**src/rtl/traffic_light_fsm.sv**
```systemverilog
// Moore traffic-light controller: GREEN -> YELLOW -> RED -> GREEN on request a,
// with per-state dwell timer enforcing minimum green, exact yellow and minimum red.
module traffic_light_fsm #(
   parameter int GREEN_MIN     = 2,
   parameter int YELLOW_CYCLES = 2,
   parameter int RED_CYCLES    = 4,
   parameter int CNT_W         = 8
) (
   input  logic clk,
   input  logic rst,
   input  logic a,
   output logic green,
   output logic red,
   output logic yellow
);

   typedef enum logic [1:0] {
      S_GREEN  = 2'b00,
      S_YELLOW = 2'b01,
      S_RED    = 2'b10
   } state_t;

   localparam logic [CNT_W-1:0] G_LAST = CNT_W'(GREEN_MIN - 1);
   localparam logic [CNT_W-1:0] Y_LAST = CNT_W'(YELLOW_CYCLES - 1);
   localparam logic [CNT_W-1:0] R_LAST = CNT_W'(RED_CYCLES - 1);
   localparam logic [CNT_W-1:0] T_MAX  = {CNT_W{1'b1}};

   state_t           state;
   state_t           state_nxt;
   logic [CNT_W-1:0] timer;
   logic [CNT_W-1:0] timer_nxt;

   always_ff @(posedge clk or negedge rst) begin
      if (!rst) begin
         state <= S_GREEN;
         timer <= '0;
      end else begin
         state <= state_nxt;
         timer <= timer_nxt;
      end
   end

   always_comb begin
      state_nxt = state;
      case (state)
         S_GREEN: begin
            if (a && (timer >= G_LAST))
               state_nxt = S_YELLOW;
         end
         S_YELLOW: begin
            if (timer >= Y_LAST)
               state_nxt = S_RED;
         end
         S_RED: begin
            if (!a && (timer >= R_LAST))
               state_nxt = S_GREEN;
         end
         default: state_nxt = S_GREEN;
      endcase
   end

   // Saturate rather than wrap so an indefinitely held red stays legal.
   always_comb begin
      timer_nxt = timer;
      if (state_nxt != state)
         timer_nxt = '0;
      else if (timer != T_MAX)
         timer_nxt = timer + 1'b1;
   end

   assign green  = (state == S_GREEN);
   assign yellow = (state == S_YELLOW);
   assign red    = (state == S_RED);

endmodule

```
**config.mk**
```make
export PLATFORM = sky130hd
export DESIGN_NAME = traffic_light_fsm
export DESIGN_NICKNAME = d
export VERILOG_FILES = /design/src/rtl/traffic_light_fsm.sv
export SDC_FILE = /design/constraint.sdc
export NUM_CORES = 1
export LEC_CHECK = 0
export ABC_AREA = 1
export CAP_MARGIN = 0
export CORE_ASPECT_RATIO = 1.25
export CORE_MARGIN = 2
export CORE_UTILIZATION = 35
export DETAILED_ROUTE_END_ITERATION = 10
export HOLD_SLACK_MARGIN = 0.12
export PLACE_DENSITY_LB_ADDON = 0.2
export SKIP_LAST_GASP = 1
export SYNTH_ARGS = -nofsm -noshare
export SYNTH_HDL_FRONTEND = slang
export SYNTH_SLANG_ARGS = --single-unit
```
**constraint.sdc**
```tcl
create_clock -name clk -period 1.5 [get_ports clk]
set_input_delay 0.15 -clock clk [delete_from_list [all_inputs] [get_ports clk]]
set_output_delay 0.15 -clock clk [all_outputs]
set_load 0.02 [all_outputs]
```
Word level (Yosys, flattened, before mapping)
Cells that the tools add are included.
{"block": "op_classes", "add_sub_neg": 1, "magnitude_cmp": 2, "n_eq_ne": 4, "n_mux": 6, "reduce_logical": 5}
{"op": "two-way mux 8 bit", "count": 2}
{"op": "adder 8 x 1 -> 8 bit, second input constant", "count": 1}
{"op": ">= comparator 8 x 1 -> 1 bit, second input constant", "count": 1}
{"op": ">= comparator 8 x 2 -> 1 bit, second input constant", "count": 1}
{"op": "!= test 8 bit, second input constant", "count": 1}
{"op": "two-way mux 2 bit", "count": 3}
{"op": "case mux 2 bit (3 select lines)", "count": 1}
{"op": "equality test 2 x 1 -> 1 bit, second input constant", "count": 1}
{"op": "equality test 2 bit, second input constant", "count": 1}
{"op": "logical AND 1 bit", "count": 2}
{"op": "zero test 2 bit", "count": 1}
{"op": "!= test 2 bit", "count": 1}
{"op": "nonzero test 2 bit", "count": 1}
{"op": "zero test 1 bit", "count": 1}
{"block": "word_totals", "ff_bits": 10, "inputBits": 3, "output_inout_bits": 3, "elab_cells": 20}

Longest topological paths before layout
{"block": "depth", "word_depth": 6, "mapped_depth": 11, "depth_no_buf": 11}

Worst setup path before layout
Ideal clock, no wire load.
{"block": "synth_timing", "path_kind": "reg2reg", "from": "register timer[0]", "to": "register timer[6]", "arrival_ns": 1.231, "required_ns": 1.429, "setup_slack_ns": 0.197, "path_stages_with_launch": 11, "period_less_slack_ns": 1.303, "path_cell_list": "dfrtp_1 inv_1 ha_1 nand2_1 nor2_2 nand2_2 nand2_2 nand2_2 nand2_4 nand2_4 nor2_1"}
{"block": "synth_via", "elab_chain_len": 6, "elab_cells_between_ends": 14, "cone_classes": "1 x add/sub; 2 x order compare; 2 x eq/ne; 6 x mux; 3 x reduce/logical"}
{"item": "start, declared", "line": "30", "rtl": "logic [CNT_W-1:0] timer;"}
{"item": "start signal, assigned", "line": "39", "rtl": "timer <= timer_nxt;"}
{"item": ">= comparator 8 x 2 -> 1 bit or >= comparator 8 x 1 -> 1 bit (tied branches)", "line": "55, 47, 51"}
{"item": "logical AND 1 bit, on equally long branches", "line": "55, 47"}
{"item": "two-way mux 2 bit, on equally long branches", "line": "55, 47"}
{"item": "case mux 2 bit (3 select lines)", "line": "45", "rtl": "case (state)"}
{"item": "!= test 2 bit", "line": "65", "rtl": "if (state_nxt != state)"}
{"item": "two-way mux 8 bit or nonzero test 2 bit (tied branches)"}
Parallel ways exist; a longest one is shown, timed or not. The select of a mux whose other input is x is not followed.
A chain may end at the register's enable or synchronous reset.

Worst setup path in the final report
{"block": "layout_timing", "from": "register timer[0]", "to": "register timer[7]"}
The elaborated chain is that of the path after synthesis.

==> flow_summary.toml <==
[placed_design]
portBuffers = 5
dp_hpwl_mm = 1.036
globalplace.congestion = 0.7691
pre_cts_ws_ps = 83.81
place_inst = 116

[critical_path]
critPathArrivalTime_ps = 1590
cp-end-kind = "flip-flop"
cp_slowest_cell = "dfrtp_2"
critPathTopFamily = "simple AND/OR/NAND/NOR gates"
crit_fanout = 7
critPathLaunchType = "flip-flop"
criticalPathCategory = "flip-flop to flip-flop"
path_cells = "ha_1 > inv_1 > nand2_1 > nor2_2 > nand2_2 > nand2_2 > nand2_2 > nand2_4 > nand2_4 > nor2_1"
cpMostUsedCell = "nand2_2"
critPathMaxStageDelay_ps = 440
cp_num_buf_inv = 1
required_ps = 1690

[power_and_ir_drop]
switchingPower_uw = 564.2
switching_share_pct = 45.94
p_int_uw = 664.0
p_leak_nw = 0.4151
irDropWorstVdd_uv = 527.0
p_clk_share_pct = 14.3
comb_power_share_pct = 51.9
powerDensity_mw_per_mm2 = 1578
seqPwrFrac_pct = 33.7

[layout]
fillers = 201
layout_commonest_cell = "inv_1"
final_cell_mix = "inv_1 (16), nand2_1 (14), nor2_1 (13)"
drive_above_1_share_pct = 22.00
antennaDiodeCount = 0
synthToLayoutAreaGrowth_pct = 16.48
fin_nets = 108
final_cells = 119

[cts]
cts_max_level = 1
clk_path_buf_depth = 2
cts_buffers = 3
cts_setup_buffers = 0
cts_tree = "done"
clk_pin_slew_worst_paths_ps = 60
clkSinkCount = 10
clk_latency_ps = 260
postCtsHoldBufs = 0
cts-root-buf = "clkbuf_4"

[global_routing]
grt_first_pass_wirelength_mm = 2.180
antenna_found_initial = 0
use_met2_pct = 23.88
gr-usage-met1_pct = 14.35
grt.busiest_layer = "met2"
grt_overflow = 0
use_met3_pct = 3.072
grt_max_degree = 11
grt.total_usage_pct = 13.41
first_global_vias = 518

[timing]
timing.fmax_mhz = 715.3
tightest_slew_ps = 459.6
relSlewSlack_pct = 69.26
slew_violations = 0
period_minus_slack_ps = 1398
finalSetupTns_ps = 0
setup_viol = 0
fin_ws_ps = 102.0
finalCritPeriodShare_pct = 93.20
clock_skew_ps = 3.007
hold_viol = 0

[drt]
route.detailed.drc = 0
vias = 574
post_drt_wl_per_cell_um = 10.81
drtPass1Iterations = 4
vias_per_cell = 4.824
antenna_left = 0
initialDrtViolationCount = 11
wl_mm = 1.286

[run_status]
status = "completed"

[synthesis]
syn_inst = 91
synthDistinctLibCells = 20
seq_area_frac_synth_pct = 37.45
syn_nets = 97
synth_area_sq_um = 668.1
yosys_warnings = 0
ys_ff_latch = 10
synth_area_per_cell_sq_um = 7.342

[floorplanning]
ios = 6
dieArea_sq_mm = 0.002277
core_sq_mm = 0.001787
die_w_um = 43.08
start_util_pct = 37.39
die_y_um = 52.85
rows = 17

[job]
maxCapViolCount = 0

[hold_path]
hp-class = "primary input to async pin"
registers in the layout, summed over array words and instances (netlist names):
register,cells
timer,8
state,2
synth_stat cells:
cell      n  area share, %
nor3_1    2            1.5
inv_2     1           0.56
dfrtp_1  10             37
nor2_4    1            1.7
nand2_4   2            3.4
ha_1      3            5.6
nor2_2    2            1.9
nor2_1   14            7.9
o22ai_1   1           0.94
nand2_2   5            4.7
o21ai_1   2            1.5
o31ai_1   1            1.1
nand3_4   1            2.6
nand4_1   1           0.94
nand2_1  15            8.4
o21ai_0   3            2.2
a21oi_1   3            2.2
nand3_1   6            4.5
inv_1    17            9.6
xor2_1    1            1.3
final timing paths:
check	start	to	slack (ps)	depth (start not counted)
worst min register to register	state[1]	state[0]	550	1
worst max-delay path	timer[0]	timer[7]	100	10
min in group clk	state[1]	state[0]	550	1
worst max register to register	timer[0]	timer[7]	100	10
worst min-delay path	rst	timer[7]	210	1
max in group asynchronous	rst	timer[0]	950	1
metrics by stage:
step / cell area (sq um) / total power, mW / utilization [%] / hold slack, ps
2_1_floorplan: 668.1 / 0.8730 / - / -145.6
3_3_place_gp: 749.5 / 1.057 / 41.95 / 501.3
3_5_place_dp: 749.5 / 1.064 / 41.95 / 505.1
4_1_cts: 768.2 / 1.219 / 43.00 / 223.0
5_1_grt: 778.2 / 1.362 / 43.56 / 240.7
6_report: 778.2 / 1.228 / 43.56 / 208.3
logic make-up (layout without fill, tap and decap cells):
| logic type | Yosys count | after routing | synth area share [%] |
|---|---|---|---|
| AOI/OAI and AO/OA | 10 | 10 | 8.052 |
| and+or+nand+nor | 49 | 49 | 37.45 |
| adders and majority gates | 3 | 3 | 5.619 |
| xor gates and xnor gates | 1 | 1 | 1.311 |
| DFF | 10 | 10 | 37.45 |
| buffers and inverters | 18 | 27 | 10.11 |
metal layers:
| metal | up-vias | share of wire, % |
|---|---|---|
| li1 | 303 | - |
| met2 | 8 | 50 |
| met3 | 2 | 3.6 |
| met1 | 261 | 46 |
| met5 | - | 0 |
| met4 | 0 | 0.78 |
layout make-up:
| type | count | area [sq um] | share of cell area (%) |
|---|---|---|---|
| Multi-Input combinational cell | 63 | 357.8 | 45.98 |
| Timing Repair Buffer | 6 | 53.80 | 6.913 |
| Clock buffer | 3 | 22.52 | 2.894 |
| Inverter | 18 | 67.56 | 8.682 |
| Tap cell | 19 | 23.77 | 3.055 |
| Sequential cell | 10 | 252.7 | 32.48 |
power by group through the flow:
stage	logic (mW)	clock network (mW)	registers (mW)
global route	0.738	0.197	0.427
detailed placement	0.655	0	0.409
CTS	0.628	0.187	0.404
floorplan	0.482	0	0.391
global placement	0.653	0	0.404
finish	0.638	0.176	0.414
repair_timing:
action | CTS | global route
hold endpoints to repair | 0 | 0
pin swaps | 0 | 1
gates resized for setup | 3 | 6
setup endpoints to repair | 3 | 8
Power figures use the tool's default switching activity.
